<file path="src/rtl/alu_pkg.sv">
// Shared ALU definitions: op codes, default widths and the writeback FSM state encoding.
package alu_pkg;

    localparam int ADDR_W_DEF = 5;
    localparam int DATA_W_DEF = 8;

    localparam logic [2:0] OP_ADD = 3'b000;
    localparam logic [2:0] OP_SUB = 3'b001;
    localparam logic [2:0] OP_MUL = 3'b010;
    localparam logic [2:0] OP_AND = 3'b011;
    localparam logic [2:0] OP_OR  = 3'b100;
    localparam logic [2:0] OP_XOR = 3'b101;

    typedef enum logic [1:0] {
        WB_IDLE  = 2'd0,
        WB_WR_LO = 2'd1,
        WB_WR_HI = 2'd2
    } wb_state_e;

endpackage

</file>
<file path="src/rtl/alu_writeback_seq_if.sv">
// Bundle between the ALU/decode stage, the writeback sequencer and the register-file write port.
interface alu_writeback_seq_if #(
    parameter int ADDR_W = 5,
    parameter int DATA_W = 8
);
    logic                  in_valid;
    logic                  in_ready;
    logic [2*DATA_W-1:0]   in_result;
    logic [2:0]            in_op;
    logic [ADDR_W-1:0]     in_rd;
    logic                  in_wide;
    logic                  rf_we;
    logic [ADDR_W-1:0]     rf_addr;
    logic [DATA_W-1:0]     rf_wdata;
    logic                  done;
    logic                  busy;
    logic [ADDR_W-1:0]     q_addr;
    logic                  q_hit;
    logic [DATA_W-1:0]     q_data;

    modport slave (
        input  in_valid, in_result, in_op, in_rd, in_wide, q_addr,
        output in_ready, rf_we, rf_addr, rf_wdata, done, busy, q_hit, q_data
    );

    modport master (
        output in_valid, in_result, in_op, in_rd, in_wide, q_addr,
        input  in_ready, rf_we, rf_addr, rf_wdata, done, busy, q_hit, q_data
    );
endinterface

</file>
<file path="src/rtl/alu_writeback_seq.sv">
// Writes 16-bit ALU results into the byte-wide register file, one or two writes per result.
// Optional pending-write forwarding is enabled by defining ALU_WB_FORWARD_EN.
module alu_writeback_seq
    import alu_pkg::*;
#(
    parameter int         ADDR_W = ADDR_W_DEF,
    parameter int         DATA_W = DATA_W_DEF,
    parameter logic [2:0] MUL_OP = OP_MUL
) (
    input  logic                clk,
    input  logic                reset_n,
    alu_writeback_seq_if.slave  wb
);

    localparam logic [1:0] IDLE  = WB_IDLE;
    localparam logic [1:0] WR_LO = WB_WR_LO;
    localparam logic [1:0] WR_HI = WB_WR_HI;

    logic [1:0]          state_q, state_d;
    logic [2*DATA_W-1:0] result_q;
    logic [ADDR_W-1:0]   lo_addr_q, hi_addr_q;
    logic                wide_q;

    logic                accept;
    logic                wide_in;
    logic [ADDR_W-1:0]   lo_addr_in, hi_addr_in;

    // Multiply always lands in R1:R0; other wide ops pair an even register with its odd neighbour.
    always_comb begin
        wide_in    = wb.in_wide || (wb.in_op == MUL_OP);
        lo_addr_in = wb.in_rd;
        hi_addr_in = wb.in_rd;
        if (wb.in_op == MUL_OP) begin
            lo_addr_in = '0;
            hi_addr_in = ADDR_W'(1);
        end else if (wb.in_wide) begin
            lo_addr_in = {wb.in_rd[ADDR_W-1:1], 1'b0};
            hi_addr_in = {wb.in_rd[ADDR_W-1:1], 1'b1};
        end
    end

    // Ready whenever the current cycle is the last write of a transaction (or nothing is held).
    assign wb.in_ready = (state_q == IDLE) || (state_q == WR_HI) ||
                         ((state_q == WR_LO) && !wide_q);
    assign accept      = wb.in_valid && wb.in_ready;
    assign wb.busy     = (state_q != IDLE);

    always_comb begin
        state_d = state_q;
        case (state_q)
            IDLE:    if (accept) state_d = WR_LO;
            WR_LO:   if (wide_q) state_d = WR_HI;
                     else        state_d = accept ? WR_LO : IDLE;
            WR_HI:   state_d = accept ? WR_LO : IDLE;
            default: state_d = IDLE;
        endcase
    end

    // NOTE: sequential state uses non-blocking assignments so every flop samples pre-edge values.
    always_ff @(posedge clk or negedge reset_n) begin
        if (!reset_n) begin
            state_q <= IDLE;
        end else begin
            state_q <= state_d;
        end
    end

    // NOTE: the holding register is cleared on reset so the idle outputs and forwarding start from known zeros.
    always_ff @(posedge clk or negedge reset_n) begin
        if (!reset_n) begin
            result_q  <= '0;
            lo_addr_q <= '0;
            hi_addr_q <= '0;
            wide_q    <= 1'b0;
        end else if (accept) begin
            result_q  <= wb.in_result;
            lo_addr_q <= lo_addr_in;
            hi_addr_q <= hi_addr_in;
            wide_q    <= wide_in;
        end
    end

    // Write port decoded purely from registered state and holding regs.
    always_comb begin
        wb.rf_we    = 1'b0;
        wb.rf_addr  = '0;
        wb.rf_wdata = '0;
        wb.done     = 1'b0;
        case (state_q)
            WR_LO: begin
                wb.rf_we    = 1'b1;
                wb.rf_addr  = lo_addr_q;
                wb.rf_wdata = result_q[DATA_W-1:0];
                wb.done     = !wide_q;
            end
            WR_HI: begin
                wb.rf_we    = 1'b1;
                wb.rf_addr  = hi_addr_q;
                wb.rf_wdata = result_q[2*DATA_W-1:DATA_W];
                wb.done     = 1'b1;
            end
            default: ;
        endcase
    end

`ifdef ALU_WB_FORWARD_EN
    // Low byte is pending only in WR_LO; the high byte stays pending through WR_HI.
    always_comb begin
        wb.q_hit  = 1'b0;
        wb.q_data = '0;
        if ((state_q == WR_LO) && (wb.q_addr == lo_addr_q)) begin
            wb.q_hit  = 1'b1;
            wb.q_data = result_q[DATA_W-1:0];
        end else if (wide_q && ((state_q == WR_LO) || (state_q == WR_HI)) &&
                     (wb.q_addr == hi_addr_q)) begin
            wb.q_hit  = 1'b1;
            wb.q_data = result_q[2*DATA_W-1:DATA_W];
        end
    end
`else
    logic unused_q_addr;
    assign unused_q_addr = ^wb.q_addr;
    assign wb.q_hit      = 1'b0;
    assign wb.q_data     = '0;
`endif

endmodule

</file>
<file path="src/flat_wrapper.sv">
// flat-port wrapper written by rule: the top's interface ports become plain ports
module alu_writeback_seq_flat import alu_pkg::*;
#(
    parameter int         ADDR_W = ADDR_W_DEF,
    parameter int         DATA_W = DATA_W_DEF,
    parameter logic [2:0] MUL_OP = OP_MUL
)
  (clk, reset_n, wb_in_valid, wb_in_result, wb_in_op, wb_in_rd, wb_in_wide, wb_q_addr, wb_in_ready, wb_rf_we, wb_rf_addr, wb_rf_wdata, wb_done, wb_busy, wb_q_hit, wb_q_data);
  alu_writeback_seq_if #(.ADDR_W(ADDR_W), .DATA_W(DATA_W)) wb_i ();
  input  logic clk;
  input  logic reset_n;
  input wire logic [$bits(wb_i.in_valid)-1:0] wb_in_valid;
  input wire logic [$bits(wb_i.in_result)-1:0] wb_in_result;
  input wire logic [$bits(wb_i.in_op)-1:0] wb_in_op;
  input wire logic [$bits(wb_i.in_rd)-1:0] wb_in_rd;
  input wire logic [$bits(wb_i.in_wide)-1:0] wb_in_wide;
  input wire logic [$bits(wb_i.q_addr)-1:0] wb_q_addr;
  output wire logic [$bits(wb_i.in_ready)-1:0] wb_in_ready;
  output wire logic [$bits(wb_i.rf_we)-1:0] wb_rf_we;
  output wire logic [$bits(wb_i.rf_addr)-1:0] wb_rf_addr;
  output wire logic [$bits(wb_i.rf_wdata)-1:0] wb_rf_wdata;
  output wire logic [$bits(wb_i.done)-1:0] wb_done;
  output wire logic [$bits(wb_i.busy)-1:0] wb_busy;
  output wire logic [$bits(wb_i.q_hit)-1:0] wb_q_hit;
  output wire logic [$bits(wb_i.q_data)-1:0] wb_q_data;
  assign wb_i.in_valid = wb_in_valid;
  assign wb_i.in_result = wb_in_result;
  assign wb_i.in_op = wb_in_op;
  assign wb_i.in_rd = wb_in_rd;
  assign wb_i.in_wide = wb_in_wide;
  assign wb_i.q_addr = wb_q_addr;
  assign wb_in_ready = wb_i.in_ready;
  assign wb_rf_we = wb_i.rf_we;
  assign wb_rf_addr = wb_i.rf_addr;
  assign wb_rf_wdata = wb_i.rf_wdata;
  assign wb_done = wb_i.done;
  assign wb_busy = wb_i.busy;
  assign wb_q_hit = wb_i.q_hit;
  assign wb_q_data = wb_i.q_data;
  alu_writeback_seq #(.ADDR_W(ADDR_W), .DATA_W(DATA_W), .MUL_OP(MUL_OP)) u_core (.clk(clk), .reset_n(reset_n), .wb(wb_i));
endmodule
</file>
<file path="config.mk">
export PLATFORM = sky130hd
export DESIGN_NAME = alu_writeback_seq_flat
export DESIGN_NICKNAME = d
export VERILOG_FILES = /design/src/rtl/alu_pkg.sv /design/src/rtl/alu_writeback_seq_if.sv /design/src/rtl/alu_writeback_seq.sv /design/src/flat_wrapper.sv
export SDC_FILE = /design/constraint.sdc
export NUM_CORES = 1
export LEC_CHECK = 0
export CAP_MARGIN = 10
export CORE_ASPECT_RATIO = 0.5
export CORE_UTILIZATION = 28
export CTS_CLUSTER_SIZE = 8
export DETAILED_ROUTE_END_ITERATION = 16
export PLACE_DENSITY = 0.6
export SYNTH_ARGS = -nofsm -noshare
export SYNTH_HDL_FRONTEND = slang
export SYNTH_SLANG_ARGS = --single-unit
</file>
<file path="constraint.sdc">
create_clock -name clk -period 1.71 [get_ports clk]
set_clock_uncertainty 0.15 [all_clocks]
set_input_delay 0.171 -clock clk [delete_from_list [all_inputs] [get_ports clk]]
set_output_delay 0.171 -clock clk [all_outputs]
set_load 0.01 [all_outputs]
</file>
# After elaboration in Yosys (flattened, before gate mapping)
# Index checks and enable logic that the tools add are counted.
# word_totals
output_inout_bits	26
inputBits	33
rom_bits	0
latch_bits	0
wordCells	30
mem_count	0
regBits	29
ram_bits	0
# classes
bitwise	0
mux	12
magnitude_cmp	0
shifts	0
n_eq_ne	4
add_sub_neg	0
reduce_logical	9
multipliers	0
div	0
# op_table
operator	count
$pmux W8 S2	1
$mux W5	2
$pmux W5 S2	1
$pmux W2 S3	1
$mux W1	4
$mux W2	2
$eq A3 B2 Y1 const B	1
$logic_or A1 B1 Y1	3
$eq A2 B1 Y1 const B	1
$eq A2 B2 Y1 const B	1
$logic_and A1 B1 Y1	2
$logic_not A2 Y1	1
$ne A2 B1 Y1 const B	1
$pmux W1 S2	1
$reduce_bool A2 Y1	1
$reduce_or A2 Y1	1
$logic_not A1 Y1	1

# Depth between registers and ports, before layout
# Gate-level depths: netlist of the first run.
# depth
depth_word	7
mapped_depth	6
mapped_depth_nobuf	5

# Least setup slack after synthesis of the first run
# No wires, ideal clock.
# synth_timing
path_kind	register -> register
start	register u_core.state_q[1]
end	register u_core.hi_addr_q[0]
n_path_buf	1
stages_incl_launch_ff	7
arrival_time_ns	1.550
slack_ns	-0.117
synth_period_minus_slack_ns	1.827
required_time_ns	1.432
setup_ns	0.128
cell_sequence	dfrtp_1 inv_1 ha_1 nor2b_4 o31ai_4 buf_6 mux2_1
# synth_via
elab_chain_cells	4
word_cells_on_any_way	7
cone_classes	eq/ne (2); reduce/logical (5)
# synth_lines
element	line_no	text
start: declaration	alu_writeback_seq.sv:19	logic [1:0] state_q, state_d;
start signal: assignment	alu_writeback_seq.sv:64	state_q <= state_d;
$eq A2 B2 Y1 (tied with other cells)	alu_writeback_seq.sv:43	assign wb.in_ready = (state_q == IDLE) || (state_q == WR_HI) ||
$logic_or A1 B1 Y1 or $logic_and A1 B1 Y1 (tied branches)	alu_writeback_seq.sv:43, alu_writeback_seq.sv:44	
$logic_or A1 B1 Y1 (*)	alu_writeback_seq.sv:43	
$logic_and A1 B1 Y1 (*)	alu_writeback_seq.sv:45	assign accept = wb.in_valid && wb.in_ready;
end signal: assignment	alu_writeback_seq.sv:78	hi_addr_q <= hi_addr_in;
end: declaration	alu_writeback_seq.sv:21	logic [ADDR_W-1:0] lo_addr_q, hi_addr_q;
# Every way passes the cells marked *; elsewhere a longest branch is shown, timed or not.
# A chain may end at the register's enable or synchronous reset.

# Worst setup path after layout of the first run
# layout_timing
start	register u_core.state_q[0]
end	register u_core.result_q[8]
# layout_via
elab_chain_cells	4
word_cells_on_any_way	7
cone_classes	eq/ne (2); reduce/logical (5)
# layout_lines
element	line_no	text
$eq A2 B2 Y1 (tied with other cells)	alu_writeback_seq.sv:43	
$logic_or A1 B1 Y1 or $logic_and A1 B1 Y1 (tied branches)	alu_writeback_seq.sv:43, alu_writeback_seq.sv:44	
$logic_or A1 B1 Y1 (*)	alu_writeback_seq.sv:43	
$logic_and A1 B1 Y1 (*)	alu_writeback_seq.sv:45	
end signal: assignment	alu_writeback_seq.sv:76	result_q <= wb.in_result;
end: declaration	alu_writeback_seq.sv:20	logic [2*DATA_W-1:0] result_q;
# Marks and branches as above.

==> out/qor.yml, run 1 <==
yosys-top-cells-area: "dfrtp_1 (46%), mux2_2 (12%), a22oi_1 (5.0%), buf_4 (5.0%), nor2b_1 (4.2%)"
min_path_type: "in -> async"
ant_nets: 0
ios: 59
min_period_ns: 1.93
start_kind: "flip-flop"
grt_pass1_wl_microns: 5120
holdWs_ns: 0.107
fin_cells: 245
synth_cell_types: 28
cts_made_buffers: 3
crit_required_ns: 1.72
netlist.area_leader.share: 0.463
setup_viol: 39
synth_cells: 116
grt_max_degree: 26
cts_htree_levels: 1
cts.sinks: 25
synth_common_cells: "dfrtp_1 (25), mux2_2 (14), a22oi_1 (9), buf_4 (9), nor2b_1 (9)"
drcViolationCount: 0
place.port_buffers: 44
cts.path.max_buffers: 2
grt.total_usage: 0.131
seq_area_frac_synth: 0.463
ys_ff_latch: 25
finalWorstSetupSlack_ns: -0.220
ys_dominant_reg_cell: "dfrtp_1"
vias_per_cell: 4.29
status: "complete, but fails checks"
yosysMostFrequentCell: "dfrtp_1"
synth_area_sq_um: 1350
postSynthAreaPerCell_sq_um: 11.6
antenna_found_initial: 0
n_antenna_cell: 0
cp_slowest_cell: "dfrtp_1"
rsz0062_at_grt: "true"
path_cells: "buf_6 -> ha_4 -> nor2b_4 -> o31ai_4 -> buf_6 -> mux2_4"
grt_pass1_vias: 1041
dpl.hpwl_microns: 2210
vdd_drop_max_mv: 0.534
ctsRootBufferMaster: "clkbuf_8"
drt_iter0_drc: 44
yosys_warnings: 0
syn2layout_area_growth_pct: 57.7
arrival_ns: 1.94
ctsHoldBuffers: 0
start_util: 0.300
cp_top_family: "flip-flops"
dieArea_sq_um: 5130
clock_latency_ns: 0.26
fp.dieH_microns: 51.1
fin_crit_sh: 1.13
path_max_fanout: 8
maxCapViolations: 0
wire_per_inst_microns: 12.1
power_leakage_nw: 1.02
drive_gt1_frac: 0.430
finalWirelength_microns: 2970
criticalPathCategory: "reg -> reg"
powerDensity_nw_per_um2: 1620
dr.pass1.iters: 4
slowest_delay_ns: 0.41
rows: 17
grt_overflow: 0
end_kind: "flip-flop"
finalHoldViolCount: 0
core_sq_um: 4510
fmaxAchievable_mhz: 518
crit_buf_inv: 2
fin_setup_tns_ns: -6.60
synth_edf_count: 0
clkTransAtPathRegs_ns: 0.08
place_inst: 234
fp.dieW_microns: 100
violations: "negative setup slack"
ff2ff_setup_slack_ns: -0.22
cts_tree: "done"
post-place-ws_ns: -0.255
vias: 1051
nets: 217
async_flop_share: 1.00
critPathMostFrequentCell: "buf_6"
drv_slew: 0
post-synth-top-area-cell: "dfrtp_1"
gp_congestion: 0.751
[flip-flops by register name (all words and copies together) (netlist names)]
signal,flops
u_core.result_q,16
u_core.state_q,2
u_core.wide_q,1
u_core.hi_addr_q,2
u_core.lo_addr_q,4
[kinds of logic after synthesis]
logic type	Yosys count	share of synthesized area
compound gates	14	0.0852
fa+ha+maj	4	0.0370
buf+inv	22	0.0981
flops	25	0.463
mux	23	0.191
other cells	1	0.00278
simple gates	27	0.123
[placed cells by master (no fill, tap or decap)]
| cell | count |
|---|---|
| o21ai_1 | 1 |
| nor2b_4 | 1 |
| mux2_4 | 19 |
| nor2b_1 | 9 |
| clkinv_2 | 1 |
| a22oi_2 | 9 |
| dfrtp_1 | 25 |
| nor2_1 | 1 |
| o21a_1 | 2 |
| o31ai_4 | 1 |
| and3b_1 | 1 |
| nand2_1 | 5 |
| or3b_1 | 1 |
| or2b_1 | 1 |
| ha_4 | 3 |
| clkbuf_8 | 3 |
| ha_1 | 1 |
| or3_1 | 2 |
| dlygate4sd2_1 | 1 |
| o22ai_1 | 1 |
| buf_2 | 16 |
| inv_1 | 5 |
| nand3_1 | 1 |
| buf_4 | 10 |
| nand2b_1 | 1 |
| clkdlybuf4s50_1 | 27 |
| buf_8 | 2 |
| buf_6 | 10 |
| conb_1 | 9 |
| inv_2 | 2 |
| mux2i_1 | 4 |
| and2_1 | 4 |
[worst paths after layout]
kind,cells past startpoint,startpoint,end
min in group clk,3,wb_in_rd[1],u_core.lo_addr_q[1]$_DFFE_PN0P_
worst max register to register,6,u_core.state_q[0]$_DFFE_PN0P_,u_core.result_q[8]$_DFFE_PN0P_
worst min register to register,2,u_core.lo_addr_q[1]$_DFFE_PN0P_,u_core.lo_addr_q[1]$_DFFE_PN0P_
max in group asynchronous,2,reset_n,u_core.hi_addr_q[4]$_DFFE_PN0P_
worst max-delay path,6,u_core.state_q[0]$_DFFE_PN0P_,u_core.result_q[8]$_DFFE_PN0P_
worst min-delay path,2,reset_n,u_core.result_q[2]$_DFFE_PN0P_
[what timing repair did]
action                                  in CTS  in global routing
endpoints found under the setup margin      41                 39
resized for setup                          106                  1
pin swaps                                    7                  1
buffers inserted                             6                  1
gates cloned                                 0                  0
[layout make-up]
class,count,area [sq um]
multi-input cells,77,773
flip-flops and latches,25,626
clock buffers,3,41.3
fillers,421,2380
repair buffers,66,577
well taps,66,82.6
clock inverters,1,5.00
inverters,7,26.3
[metal layers]
layer / routed length (microns) / vias up / track usage
met5: 0 / - / 0
met4: 30 / 0 / 0.0290
met2: 1380 / 27 / 0.217
li1: - / 502 / -
met3: 133 / 4 / 0.0356
met1: 1420 / 518 / 0.173
[metrics by stage]
stage	utilization	total power, W	instance area (sq um)
after floorplan	-	0.00205	1410
after global placement	0.430	0.00276	1940
after detailed placement	0.430	0.00280	1940
after CTS	0.470	0.00343	2120
after global routing	0.473	0.00371	2130
final	0.473	0.00344	2130
[where the power goes]
part           switching [W]  internal (W)  total (W)
clock network       0.000178      0.000163   0.000341
logic               0.000792       0.00121    0.00201
registers           0.000209      0.000886    0.00110
total                0.00118       0.00226    0.00344
No activity file was read; power rests on OpenSTA's default activity.
==> run 2: changes to the inputs <==
--- a/config.mk
+++ b/config.mk
@@ -8,6 +8,7 @@
 export CAP_MARGIN = 10
 export CORE_ASPECT_RATIO = 0.5
 export CORE_UTILIZATION = 28
+export CTS_CLUSTER_DIAMETER = 200
 export CTS_CLUSTER_SIZE = 8
 export DETAILED_ROUTE_END_ITERATION = 16
 export PLACE_DENSITY = 0.6
==> results of run 2 <==
Same layout as run 1: the final DEF is identical, and so are final timing and power.
==> run 3: changes to the inputs <==
--- a/config.mk
+++ b/config.mk
@@ -7,11 +7,11 @@
 export LEC_CHECK = 0
 export CAP_MARGIN = 10
 export CORE_ASPECT_RATIO = 0.5
-export CORE_UTILIZATION = 28
+export CORE_UTILIZATION = 38
 export CTS_CLUSTER_DIAMETER = 200
 export CTS_CLUSTER_SIZE = 8
 export DETAILED_ROUTE_END_ITERATION = 16
-export PLACE_DENSITY = 0.6
+export PLACE_DENSITY = 0.77
 export SYNTH_ARGS = -nofsm -noshare
 export SYNTH_HDL_FRONTEND = slang
 export SYNTH_SLANG_ARGS = --single-unit
==> out/qor.yml, run 3 (synthesis results as in run 1) <==
finalWorstSetupSlack_ns: -0.203
gp_congestion: 0.806
fin_setup_tns_ns: -5.48
wl_met1_microns: 1260
largest_reg_flops: 16
fin_util: 0.659
wl_met2_microns: 1350
p_sw_w: 0.00120
dr.pass1.iters: 4
cts_made_buffers: 3
ff2ff_setup_slack_ns: -0.20
powerDensity_nw_per_um2: 1670
wl_met3_microns: 158
cts.path.max_buffers: 2
vdd_drop_max_mv: 0.696
criticalPathCategory: "reg -> reg"
ctsHoldBuffers: 0
fmaxAchievable_mhz: 523
fin_cells: 220
final_common_cell: "clkdlybuf4s50_1"
r2r_cells: 6
internal_power_w: 0.00231
wire_per_inst_microns: 12.8
path_max_fanout: 14
grt_overflow: 0
clkTransAtPathRegs_ns: 0.08
violations: "negative setup slack"
rsz0062_at_grt: "true"
fill_cells: 239
swShare: 0.342
finalHoldViolCount: 0
min_period_ns: 1.91
ctsRootBufferMaster: "clkbuf_8"
largest_register: "u_core.result_q"
grt.total_usage: 0.162
comb_power_share: 0.587
p_clk_frac: 0.097
fp.dieH_microns: 44.2
end_kind: "flip-flop"
antenna_found_initial: 0
syn2layout_area_growth_pct: 55.5
vias_per_cell: 4.69
grt_max_degree: 26
reg_top3: "u_core.result_q: 16 flops, u_core.lo_addr_q: 4 flops"
min_path_type: "in -> async"
start_util: 0.424
fin_crit_sh: 1.12
grt_pass1_vias: 1004
clock_latency_ns: 0.26
arrival_ns: 1.91
ant_nets: 0
rows: 14
cts_htree_levels: 1
reg2reg_to: "u_core.result_q[6]$_DFFE_PN0P_"
place.port_buffers: 44
power_leakage_nw: 0.990
dieArea_sq_um: 3810
core_sq_um: 3190
drive_gt1_frac: 0.430
power_w: 0.00351
fp.dieW_microns: 86.3
crit_required_ns: 1.71
startpoint: "u_core.state_q[1]$_DFFE_PN0P_"
rr_startpoint: "u_core.state_q[1]$_DFFE_PN0P_"
finalWirelength_microns: 2820
maxCapViolations: 0
layout_common_cells: "clkdlybuf4s50_1 (27), dfrtp_1 (25), mux2_4 (15)"
grt_pass1_wl_microns: 4740
status: "complete, but fails checks"
drv_slew: 0
setup_viol: 40
post-place-ws_ns: -0.277
seq_power_share: 0.316
drcViolationCount: 0
nets: 210
place_inst: 214
drt_iter0_drc: 28
n_antenna_cell: 0
start_kind: "flip-flop"
cts.sinks: 25
ios: 59
dpl.hpwl_microns: 2030
vias: 1032
cts_tree: "done"
maxUsedRoutingLayer: "met4"
[run 3: changes by cell type in the layout (fill, tap and decap cells not counted), moves of 2 or more]
cell | before | now
buf_2 | 16 | 10
buf_4 | 10 | 7
buf_6 | 10 | 12
mux2_2 | 0 | 4
mux2_4 | 19 | 15
nor2b_1 | 9 | 5
nor2b_4 | 1 | 5
[run 3: how the worst max path moves through the flow]
| stage | to | slack [ns] | cells past startpoint |
|---|---|---|---|
| 5_1_grt | u_core.wide_q$_DFFE_PN0P_ | -0.26 | 6 |
| 3_5_place_dp | wb_rf_addr[1] | -0.28 | 5 |
| 4_1_cts | wb_rf_addr[1] | -0.19 | 6 |
| 2_1_floorplan | u_core.result_q[10]$_DFFE_PN0P_ | -0.12 | 6 |
| 3_3_place_gp | wb_in_ready | -0.20 | 5 |
| 6_report | u_core.result_q[6]$_DFFE_PN0P_ | -0.20 | 6 |
[run 3: per-stage QoR]
stage | hold WS, ns | cell area, sq um
global placement | 0.337 | 1920
global route | 0.127 | 2100
finish | 0.110 | 2100
detailed placement | 0.347 | 1920
floorplan | -0.275 | 1410
CTS | 0.114 | 2000
[run 3: final cells by class]
type | instances | area, sq um | share of cell area
tap | 48 | 60.1 | 0.0286
multi-input combinational | 77 | 791 | 0.376
clock buffer | 4 | 45.0 | 0.0214
inverter | 7 | 26.3 | 0.0125
timing repair buffer | 59 | 553 | 0.263
sequential | 25 | 626 | 0.298
[run 3: what timing repair did]
item                                    in CTS  in global routing
pin swaps                                    6                  3
endpoints found under the setup margin      41                 39
buffers inserted                             1                  1
endpoints found under the hold margin        0                  0
gates resized for setup                     89                 22
[run 3: worst max-delay path, cell delays in order (launching register included)]
cell and delay [ns]:
dfrtp_1 0.43, inv_2 0.09, ha_4 0.19, nor2b_4 0.14
o31ai_4 0.25, buf_12 0.20, mux2_2 0.34
[run 3: routing by layer]
layer  vias to the layer above  global-route usage
li1                        487                   -
met5                         -                   0
met4                         0              0.0600
met1                       498               0.207
met3                         6              0.0392
met2                        41               0.273
[run 3: power groups by stage]
stage          registers [W]  clock network (W)  logic (W)
2_1_floorplan        0.00102                  0    0.00103
3_3_place_gp         0.00104                  0    0.00168
3_5_place_dp         0.00105                  0    0.00172
4_1_cts              0.00109           0.000353    0.00179
5_1_grt              0.00114           0.000389    0.00219
6_report             0.00111           0.000341    0.00206
